--- src/rtl/logic_pipe.sv ---
// logic_pipe: bitwise logic unit with a running AND accumulator,
// feeding a DEPTH-stage valid/ready pipeline.
module logic_pipe #(
  parameter int WIDTH = 32,
  parameter int DEPTH = 2
) (
  input  logic             clk,
  input  logic             rst,
  input  logic [WIDTH-1:0] A,
  input  logic [WIDTH-1:0] B,
  input  logic [2:0]       op,
  input  logic             in_valid,
  output logic             in_ready,
  output logic [WIDTH-1:0] res,
  output logic             zero,
  output logic             out_valid,
  input  logic             out_ready
);

  typedef struct packed {
    logic             vld;
    logic [WIDTH-1:0] dat;
  } stage_t;

  stage_t           stg [DEPTH];
  logic [DEPTH-1:0] load;
  logic [WIDTH-1:0] acc;
  logic [WIDTH-1:0] acc_nxt;
  logic [WIDTH-1:0] result;
  logic [7:0]       op_hot;
  logic             in_xfer;

  // A stage can load if any stage at or after it
  // is empty, or the tail is draining this cycle.
  always_comb begin
    load[DEPTH-1] = !stg[DEPTH-1].vld || out_ready;
    for (int k = DEPTH - 2; k >= 0; k--) begin
      load[k] = !stg[k].vld || load[k+1];
    end
  end

  assign in_ready = load[0];
  assign in_xfer  = in_valid && in_ready;
  assign op_hot   = 8'b1 << op;

  always_comb begin
    result  = '0;
    acc_nxt = acc;
    unique case (1'b1)
      op_hot[0]: result = A & B;
      op_hot[1]: result = A | B;
      op_hot[2]: result = A ^ B;
      op_hot[3]: result = ~(A | B);
      op_hot[4]: result = A & ~B;
      op_hot[5]: result = A;
      op_hot[6]: begin
        acc_nxt = acc & A;
        result  = acc & A;
      end
      op_hot[7]: begin
        acc_nxt = '1;
        result  = '1;
      end
      default: ;
    endcase
  end

  always_ff @(posedge clk) begin
    if (rst) begin
      acc <= '1;
      for (int k = 0; k < DEPTH; k++) begin
        stg[k] <= '0;
      end
    end else begin
      if (in_xfer) begin
        acc <= acc_nxt;
      end
      if (load[0]) begin
        stg[0].vld <= in_xfer;
        if (in_xfer) begin
          stg[0].dat <= result;
        end
      end
      for (int k = 1; k < DEPTH; k++) begin
        if (load[k]) begin
          stg[k].vld <= stg[k-1].vld;
          if (stg[k-1].vld) begin
            stg[k].dat <= stg[k-1].dat;
          end
        end
      end
    end
  end

  assign res       = stg[DEPTH-1].dat;
  assign out_valid = stg[DEPTH-1].vld;
  assign zero      = out_valid && (res == '0);

endmodule

--- config.mk ---
export PLATFORM = sky130hd
export DESIGN_NAME = logic_pipe
export DESIGN_NICKNAME = d
export VERILOG_FILES = /design/src/rtl/logic_pipe.sv
export SDC_FILE = /design/constraint.sdc
export NUM_CORES = 1
export LEC_CHECK = 0
export CORE_MARGIN = 4
export CORE_UTILIZATION = 55
export CTS_BUF_LIST = sky130_fd_sc_hd__clkbuf_4
export DETAILED_ROUTE_END_ITERATION = 6
export GPL_TIMING_DRIVEN = 0
export PLACE_DENSITY = 0.87
export SLEW_MARGIN = 25
export SYNTH_ARGS = -nofsm -noshare
export SYNTH_HDL_FRONTEND = slang
export SYNTH_SLANG_ARGS = --single-unit
--- constraint.sdc ---
create_clock -name clk -period 2 [get_ports clk]
set_clock_uncertainty 0.05 [all_clocks]
set_input_delay 0.4 -clock clk [delete_from_list [all_inputs] [get_ports clk]]
set_output_delay 0.4 -clock clk [all_outputs]
set_load 0.005 [all_outputs]
* Yosys cells after proc, flatten, opt, wreduce, memory -nomap -nowiden
Memory sizes are Yosys's and may differ from the RTL's.
Index checks and enable logic that the tools add are counted.
** Storage, ports and cells
- Register bits after elaboration :: 32
- RAM bits :: 66
- Bits of input ports :: 71
- Output and inout port bits :: 35
- Word-level logic and storage cells :: 45
- Memories kept :: 1
** Memories
- stg :: words 2, bits a word 33, read ports 2, clocked after memory_dff 0, wr ports 2, RTL line 25 : stage_t stg [DEPTH];
** Operators by class
- Shift-type cells :: 1
- Muxes and demuxes :: 22
- Bitwise logic cells :: 11
- Reduce and logical (&&, ||, !) cells :: 9
** Operators by type and width (number)
- 32-bit one-hot mux with 8 select lines :: 1
- 32-bit AND :: 3
- 32-bit 2-to-1 mux :: 2
- 32-bit inverter :: 2
- 32-bit one-hot mux with 2 select lines :: 1
- 32-bit zero test :: 1
- 32-bit OR :: 1
- 32-bit bitwise XOR :: 1
- 1-bit 2-to-1 mux :: 18
- 1-bit by 3-bit left shift with 8-bit output (first input constant) :: 1
- 1-bit OR :: 4
- 1-bit logical AND :: 2
- 1-bit zero test :: 2
- 1-bit logical OR :: 2
- 2-bit AND reduction :: 1
- 2-bit nonzero test :: 1

* Logic depth before layout (Yosys ltp)
Gate-level depths: netlist of run 1.
An unclocked memory read counts as a cell.
- Depth after elaboration :: 10
- Gate-level depth with buffers :: 6
- Gate-level depth less buffers :: 6

* Worst setup path after synthesis of run 1
No wires, ideal clock.
- Kind :: reg2reg
- From :: mem stg[1][32] (netlist bit)
- To :: mem stg[1][0] (netlist bit), enable pin
- Library setup time :: 0.394 ns
- Arrival :: 1.416 ns
- Data required time :: 1.556 ns
- Setup slack :: 0.140 ns
- Cell stages (with the launch flop) :: 4
- Buffers on the path :: 0
- Clock period less this slack :: 1.860 ns
- Path through :: edfxtp_1 -> inv_1 -> o21ai_0 -> nand2b_1
** RTL lines (RTL line)
- start, declared :: 25

==> results of run 1 <==
## state kept, by name (all words and copies together), names as in the netlist
register,cells
acc,32
stg,66
## worst min-delay path, cell delays in order, from the launching register on
cell	delay, ps
dfxtp_1	340
o21ai_0	60
nand2_1	50
## cell type report
cell class	count	share of cell area [%]
inverter	65	3.31
buffer	40	3.27
antenna	1	0.0339
clock buffer	9	0.916
timing repair buffer	106	14.2
clock inverter	7	0.712
multi-input combinational	428	39.7
tap	136	2.31
sequential	98	35.5
## cells by family after synthesis
| logic type | count (synthesis) |
|---|---|
| AND/OR/NAND/NOR | 201 |
| XOR/XNOR | 32 |
| AO/OA/AOI/OAI | 149 |
| adder cells (fa/ha/maj) | 32 |
| flip-flops | 98 |
| multiplexers | 14 |
| buffers and inverters | 105 |
## final timing paths
check | from | slack [ps] | endpoint | cells after the start
min | acc[23] | 420 | acc[23] | 2
min reg2reg | acc[23] | 420 | acc[23] | 2
max reg2reg | stg[1][32] | 60 | stg[0][28] | 6
max | stg[1][10] | -120 | zero | 4
## power groups by stage
stage                     Combinational, mW  Sequential [mW]  Clock, mW
after global placement                0.929             2.41          0
after detailed placement              0.971             2.42          0
after floorplan                       0.541             2.41          0
after CTS                             0.985             2.38      0.957
final                                  1.01             2.38      0.945
after global routing                   1.10             2.40       1.04
## cells in the final DEF, fill, tap and decap left out, types with 2 or more instances in the layout
cell	count
clkdlybuf4s50_1	101
a21oi_1	80
edfxtp_1	66
inv_1	65
nand2b_1	50
nor2_1	34
o21ai_0	33
and2_1	33
nand2_1	33
xnor2_1	32
ha_1	32
dfxtp_1	32
o32ai_1	27
or2_2	18
mux2_2	14
nor3b_1	14
buf_2	13
buf_4	13
clkbuf_1	11
clkbuf_4	9
buf_6	5
o32ai_2	5
nor4_4	3
nor4_1	3
nand2b_2	2
nand4_1	2
or3_1	2
clkinvlp_4	2
## synth_stat cells, drive strengths merged (18+ instances only)
master | n | share of area (%)
dfxtp | 32 | 11
edfxtp | 66 | 33
ha | 32 | 6.7
o21ai | 33 | 2.8
nand2 | 34 | 2.2
or2 | 18 | 1.9
xnor2 | 32 | 4.7
a21oi | 80 | 6.7
inv | 65 | 4.1
buf | 28 | 3.3
nor2 | 34 | 2.1
and2 | 33 | 3.5
o32ai | 32 | 4.8
nand2b | 52 | 5.5
## per-layer routing
metal | vias to the layer above | GRT usage [%] | routed length (microns)
li1 | 2407 | - | -
met1 | 2399 | 31.3 | 6310
met2 | 275 | 40.0 | 7480
met3 | 32 | 3.94 | 1200
met4 | 0 | 10.2 | 367
met5 | - | 0 | 0
## what timing repair did
action | CTS | global route
pin swaps | 6 | 1
resized for setup | 11 | 5
setup endpoints to repair | 2 | 5
hold endpoints to repair | 0 | 0
setup buffers | 1 | 2
## per-stage QoR
| stage | area (sq um) | std cells | hold slack (ps) |
|---|---|---|---|
| 6_report | 7380 | 890 | 424 |
| 5_1_grt | 7370 | 889 | 435 |
| 4_1_cts | 7320 | 887 | 424 |
| 3_5_place_dp | 7160 | 870 | 403 |
| 3_3_place_gp | 7150 | 870 | 398 |
| 2_1_floorplan | 5950 | 631 | 390 |
==> results.sh, run 1 <==
export IMPL_clk_root_buffer_cell="clkbuf_4"
export IMPL_pin_count=106
export IMPL_synthMuxAreaShare_pct=2.65
export IMPL_p_per_area_nw_per_um2=588
export IMPL_synth_nets=734
export IMPL_hp_class="flop to flop"
export IMPL_vias=5113
export IMPL_wl_per_cell_microns=17.3
export IMPL_ys_warn_count=0
export IMPL_final_nets=851
export IMPL_seqPwrFrac_pct=54.9
export IMPL_setup_viol=1
export IMPL_worst_path_buf_inv=1
export IMPL_numCtsBuffers=9
export IMPL_syn_area_sq_um=5950
export IMPL_crit_arrival_ps=1670
export IMPL_vias_per_cell=5.74
export IMPL_synthCells=631
export IMPL_violations="negative setup slack"
export IMPL_layout_drive_gt1_share_pct=12.4
export IMPL_path_max_fanout=2
export IMPL_synth_compound_area_share_pct=14.8
export IMPL_area_growth_syn_to_layout_pct=23.9
export IMPL_die_width_microns=112
export IMPL_path_clk_slew_ps=150
export IMPL_fmax_mhz=471
export IMPL_syn_area_per_cell_sq_um=9.43
export IMPL_required_ps=1550
export IMPL_cp_end_kind="output port"
export IMPL_grt_pass1_vias=4877
export IMPL_grt_total_usage_pct=24.1
export IMPL_clkLatencyLatePin_ps=450
export IMPL_timing_hold_violations_final=0
export IMPL_ctsHoldBuffers=0
export IMPL_multi_input_area_sq_um=2930
export IMPL_gp_congestion=0.905
export IMPL_maxSlewHeadroom_pct=54.3
export IMPL_layout_setup_ws_ps=-122
export IMPL_path_cells="nor4_4 -> nand4_1 -> nor3_1 -> buf_2"
export IMPL_core_sq_um=10400
export IMPL_numClockSinks=98
export IMPL_peakVddDrop_mv=0.361
export IMPL_drc=0
export IMPL_grt_pass1_wl_microns=24200
export IMPL_synth_simple_gate_area_share_pct=18.9
export IMPL_status="complete, but fails checks"
export IMPL_setup_tns_ps=-122
export IMPL_leakagePower_nw=3.00
export IMPL_path_class="flop to output port"
export IMPL_cp_top_family="simple AND/OR/NAND/NOR gates"
export IMPL_fp_dieH_microns=112
export IMPL_drt_iter0_drc=404
export IMPL_ys_types=36
export IMPL_p_int_mw=3.09
export IMPL_grt_max_degree=33
export IMPL_clock_path_buffers=2
export IMPL_cts_tree="built"
export IMPL_yosysSeqAreaShare_pct=44.1
export IMPL_layout_min_cycle_time_ps=2120
export IMPL_combinationalPowerShare_pct=23.3
export IMPL_synthAdderAreaFrac_pct=6.73
export IMPL_synth_top_family_by_area="simple AND/OR/NAND/NOR gates"
export IMPL_swShare_pct=28.7
export IMPL_drtAntennaViolNets=0
export IMPL_ys_flop_type="edfxtp_1"
export IMPL_seq_area_sq_um=2620
export IMPL_nFillCells=775
export IMPL_cts_htree_levels=3
export IMPL_synth_edf_count=66
export IMPL_rsz0062_at_grt="true"
export IMPL_dp_hpwl_microns=11400
export IMPL_max_stage_delay_ps=450
export IMPL_port_buffer_count=103
export IMPL_async_reset_ff_share_pct=0
export IMPL_cap_violations=0
export IMPL_switchingPower_mw=1.24
export IMPL_dp_slack_ps=-392
export IMPL_rows=37
export IMPL_worst_pin_slew_ps=685
export IMPL_die_area_sq_um=12500
export IMPL_p_clk_share_pct=21.8
export IMPL_synth_seq_cells=98
export IMPL_drt_pass1_iter_count=5
export IMPL_critPathSlowestCell="edfxtp_1"
export IMPL_power_total_mw=4.34
export IMPL_yosys_area_share_xor_xnor_pct=4.71
export IMPL_wl_microns=15400
export IMPL_startpoint_type="flop"
export IMPL_antenna_found_initial=0
export IMPL_slew_violations=0
export IMPL_period_share_pct=106
export IMPL_final_core_util_pct=70.8
export IMPL_start_util_pct=57.1
export IMPL_overflow=0
Power figures use the tool's default switching activity.
==> inputs of run 2 (changes only) <==
Settings changed: CORE_UTILIZATION 55 to 50, PLACE_DENSITY 0.87 to 0.83.
Clock period 2 ns to 1.7 ns, I/O delays scaled along.
==> run 2 against run 1 <==
The run still ends with negative setup slack left. Hold slack worse by 210 ps. Non-clock buffer count up 23. Via count up 4.5%. Register-to-register slack worse by 140 ps. Core utilization grew 0.86 points. Largest power group unchanged.
==> results.sh, run 2 (same netlist as run 1, synthesis figures left out) <==
export IMPL_status="complete, but fails checks"
export IMPL_violations="negative setup slack"
export IMPL_rows=39
export IMPL_worst_pin_slew_ps=569
export IMPL_p_per_area_nw_per_um2=663
export IMPL_overflow=0
export IMPL_diodes=0
export IMPL_clk_root_buffer_cell="clkbuf_4"
export IMPL_final_common_cell="a21oi_1"
export IMPL_layout_min_cycle_time_ps=2070
export IMPL_crit_path_end="zero"
export IMPL_layout_setup_ws_ps=-372
export IMPL_grt_pass1_wl_microns=25000
export IMPL_crit_arrival_ps=1680
export IMPL_top_register="stg"
export IMPL_path_class="flop to output port"
export IMPL_cts_htree_levels=3
export IMPL_crit_start="stg[1][27]"
export IMPL_numCtsBuffers=9
export IMPL_area_growth_syn_to_layout_pct=38.7
export IMPL_period_share_pct=122
export IMPL_nFillCells=787
export IMPL_final_core_util_pct=71.7
export IMPL_core_sq_um=11500
export IMPL_r2r_cells=6
export IMPL_cp_end_kind="output port"
export IMPL_timing_hold_violations_final=0
export IMPL_numClockSinks=98
export IMPL_grt_total_usage_pct=23.6
export IMPL_fmax_mhz=483
export IMPL_path_clk_slew_ps=170
export IMPL_antenna_found_initial=0
export IMPL_timing_rr_start="stg[1][32]"
export IMPL_ctsHoldBuffers=0
export IMPL_port_buffer_count=103
export IMPL_top_regs="stg x66, acc x32"
export IMPL_clkLatencyLatePin_ps=450
export IMPL_peakVddDrop_mv=0.333
export IMPL_cts_tree="built"
export IMPL_pin_count=106
export IMPL_setup_tns_ps=-1430
export IMPL_leakagePower_nw=3.43
export IMPL_startpoint_type="flop"
export IMPL_grt_pass1_vias=5118
export IMPL_wl_per_cell_microns=18.7
export IMPL_grt_max_degree=33
export IMPL_clock_path_buffers=2
export IMPL_path_max_fanout=2
export IMPL_vias=5343
export IMPL_drt_pass1_iter_count=5
export IMPL_required_ps=1310
export IMPL_slew_violations=0
export IMPL_rsz0062_at_grt="true"
export IMPL_vias_per_cell=5.81
export IMPL_r2r_end="stg[0][14]"
export IMPL_maxSlewHeadroom_pct=62.1
export IMPL_largest_reg_flops=66
export IMPL_final_cell_mix="a21oi_1, edfxtp_1, inv_1, clkdlybuf4s50_1, nand2b_1"
export IMPL_hp_class="input pin to flop"
export IMPL_wl_microns=17200
export IMPL_die_width_microns=117
export IMPL_drc=0
export IMPL_cap_violations=0
export IMPL_die_area_sq_um=13700
export IMPL_gp_congestion=0.933
export IMPL_layout_drive_gt1_share_pct=21.8
export IMPL_setup_viol=32
export IMPL_final_nets=874
export IMPL_start_util_pct=51.7
export IMPL_drtAntennaViolNets=0
export IMPL_fp_dieH_microns=117
export IMPL_dp_hpwl_microns=11400
export IMPL_drt_iter0_drc=569
export IMPL_regToRegSetupSlack_ps=-80
run 2: cell types whose count changed in the layout (fill, tap and decap cells not counted), moves of 5 or more:
cell / change
o32ai_2: +6
clkbuf_2: +5
a21oi_2: +7
dlygate4sd2_1: +22
buf_4: +17
clkbuf_16: +6
o32ai_1: -26
clkdlybuf4s50_1: -36
buf_12: +6
a21oi_1: -9
o32ai_4: +20
run 2: routing by layer:
layer	global-route usage [%]	wire [microns]	vias to the layer above
met2	40.7	8620	275
met5	0	0	-
li1	-	-	2462
met1	29.9	6780	2542
met4	9.56	563	0
met3	3.14	1200	64
run 2: layout make-up:
cell class	count	area (sq um)	area share [%]
multi-input combinational	428	3470	42.0
clock inverter	7	61.3	0.743
clock buffer	9	67.6	0.818
inverter	65	244	2.96
buffer	40	315	3.82
tap	143	179	2.17
sequential	98	2620	31.8
timing repair buffer	129	1290	15.7
run 2: how the worst min path moves through the flow:
stage             from      end  slack (ps)  cells past startpoint
4_1_cts        acc[30]  acc[30]         420                      2
3_3_place_gp    acc[2]   acc[2]         400                      2
6_report         A[30]  acc[30]         210                      3
2_1_floorplan   acc[0]   acc[0]         390                      2
3_5_place_dp   acc[30]  acc[30]         400                      2
5_1_grt           A[6]   acc[6]         240                      3
run 2: power breakdown:
part           switching, mW  total [mW]  internal [mW]
combinational          0.737        1.48          0.741
clock                  0.852        1.18          0.331
sequential            0.0848        2.82           2.73
run 2: repair_timing:
action	in CTS	in global routing
endpoints found under the setup margin	95	128
setup buffers	11	10
resized for setup	83	88
endpoints found under the hold margin	0	0
cloned	0	6
pin swaps	5	21
run 2: worst max-delay path: stages (launching register included):
cell and delay (ps):
edfxtp_1 460, nor4_4 340, nand4_1 120, nor3_1 180, buf_2 140
run 2: per-stage QoR:
stage	std cells	hold WS, ps	setup WS (ps)	power (mW)	instance area [sq um]
2_1_floorplan	631	390	166	3.47	5960
3_3_place_gp	877	398	-548	3.94	7170
4_1_cts	904	425	-368	5.21	7610
5_1_grt	919	241	-456	5.71	8260
3_5_place_dp	877	402	-608	3.99	7170
6_report	919	213	-372	5.48	8260
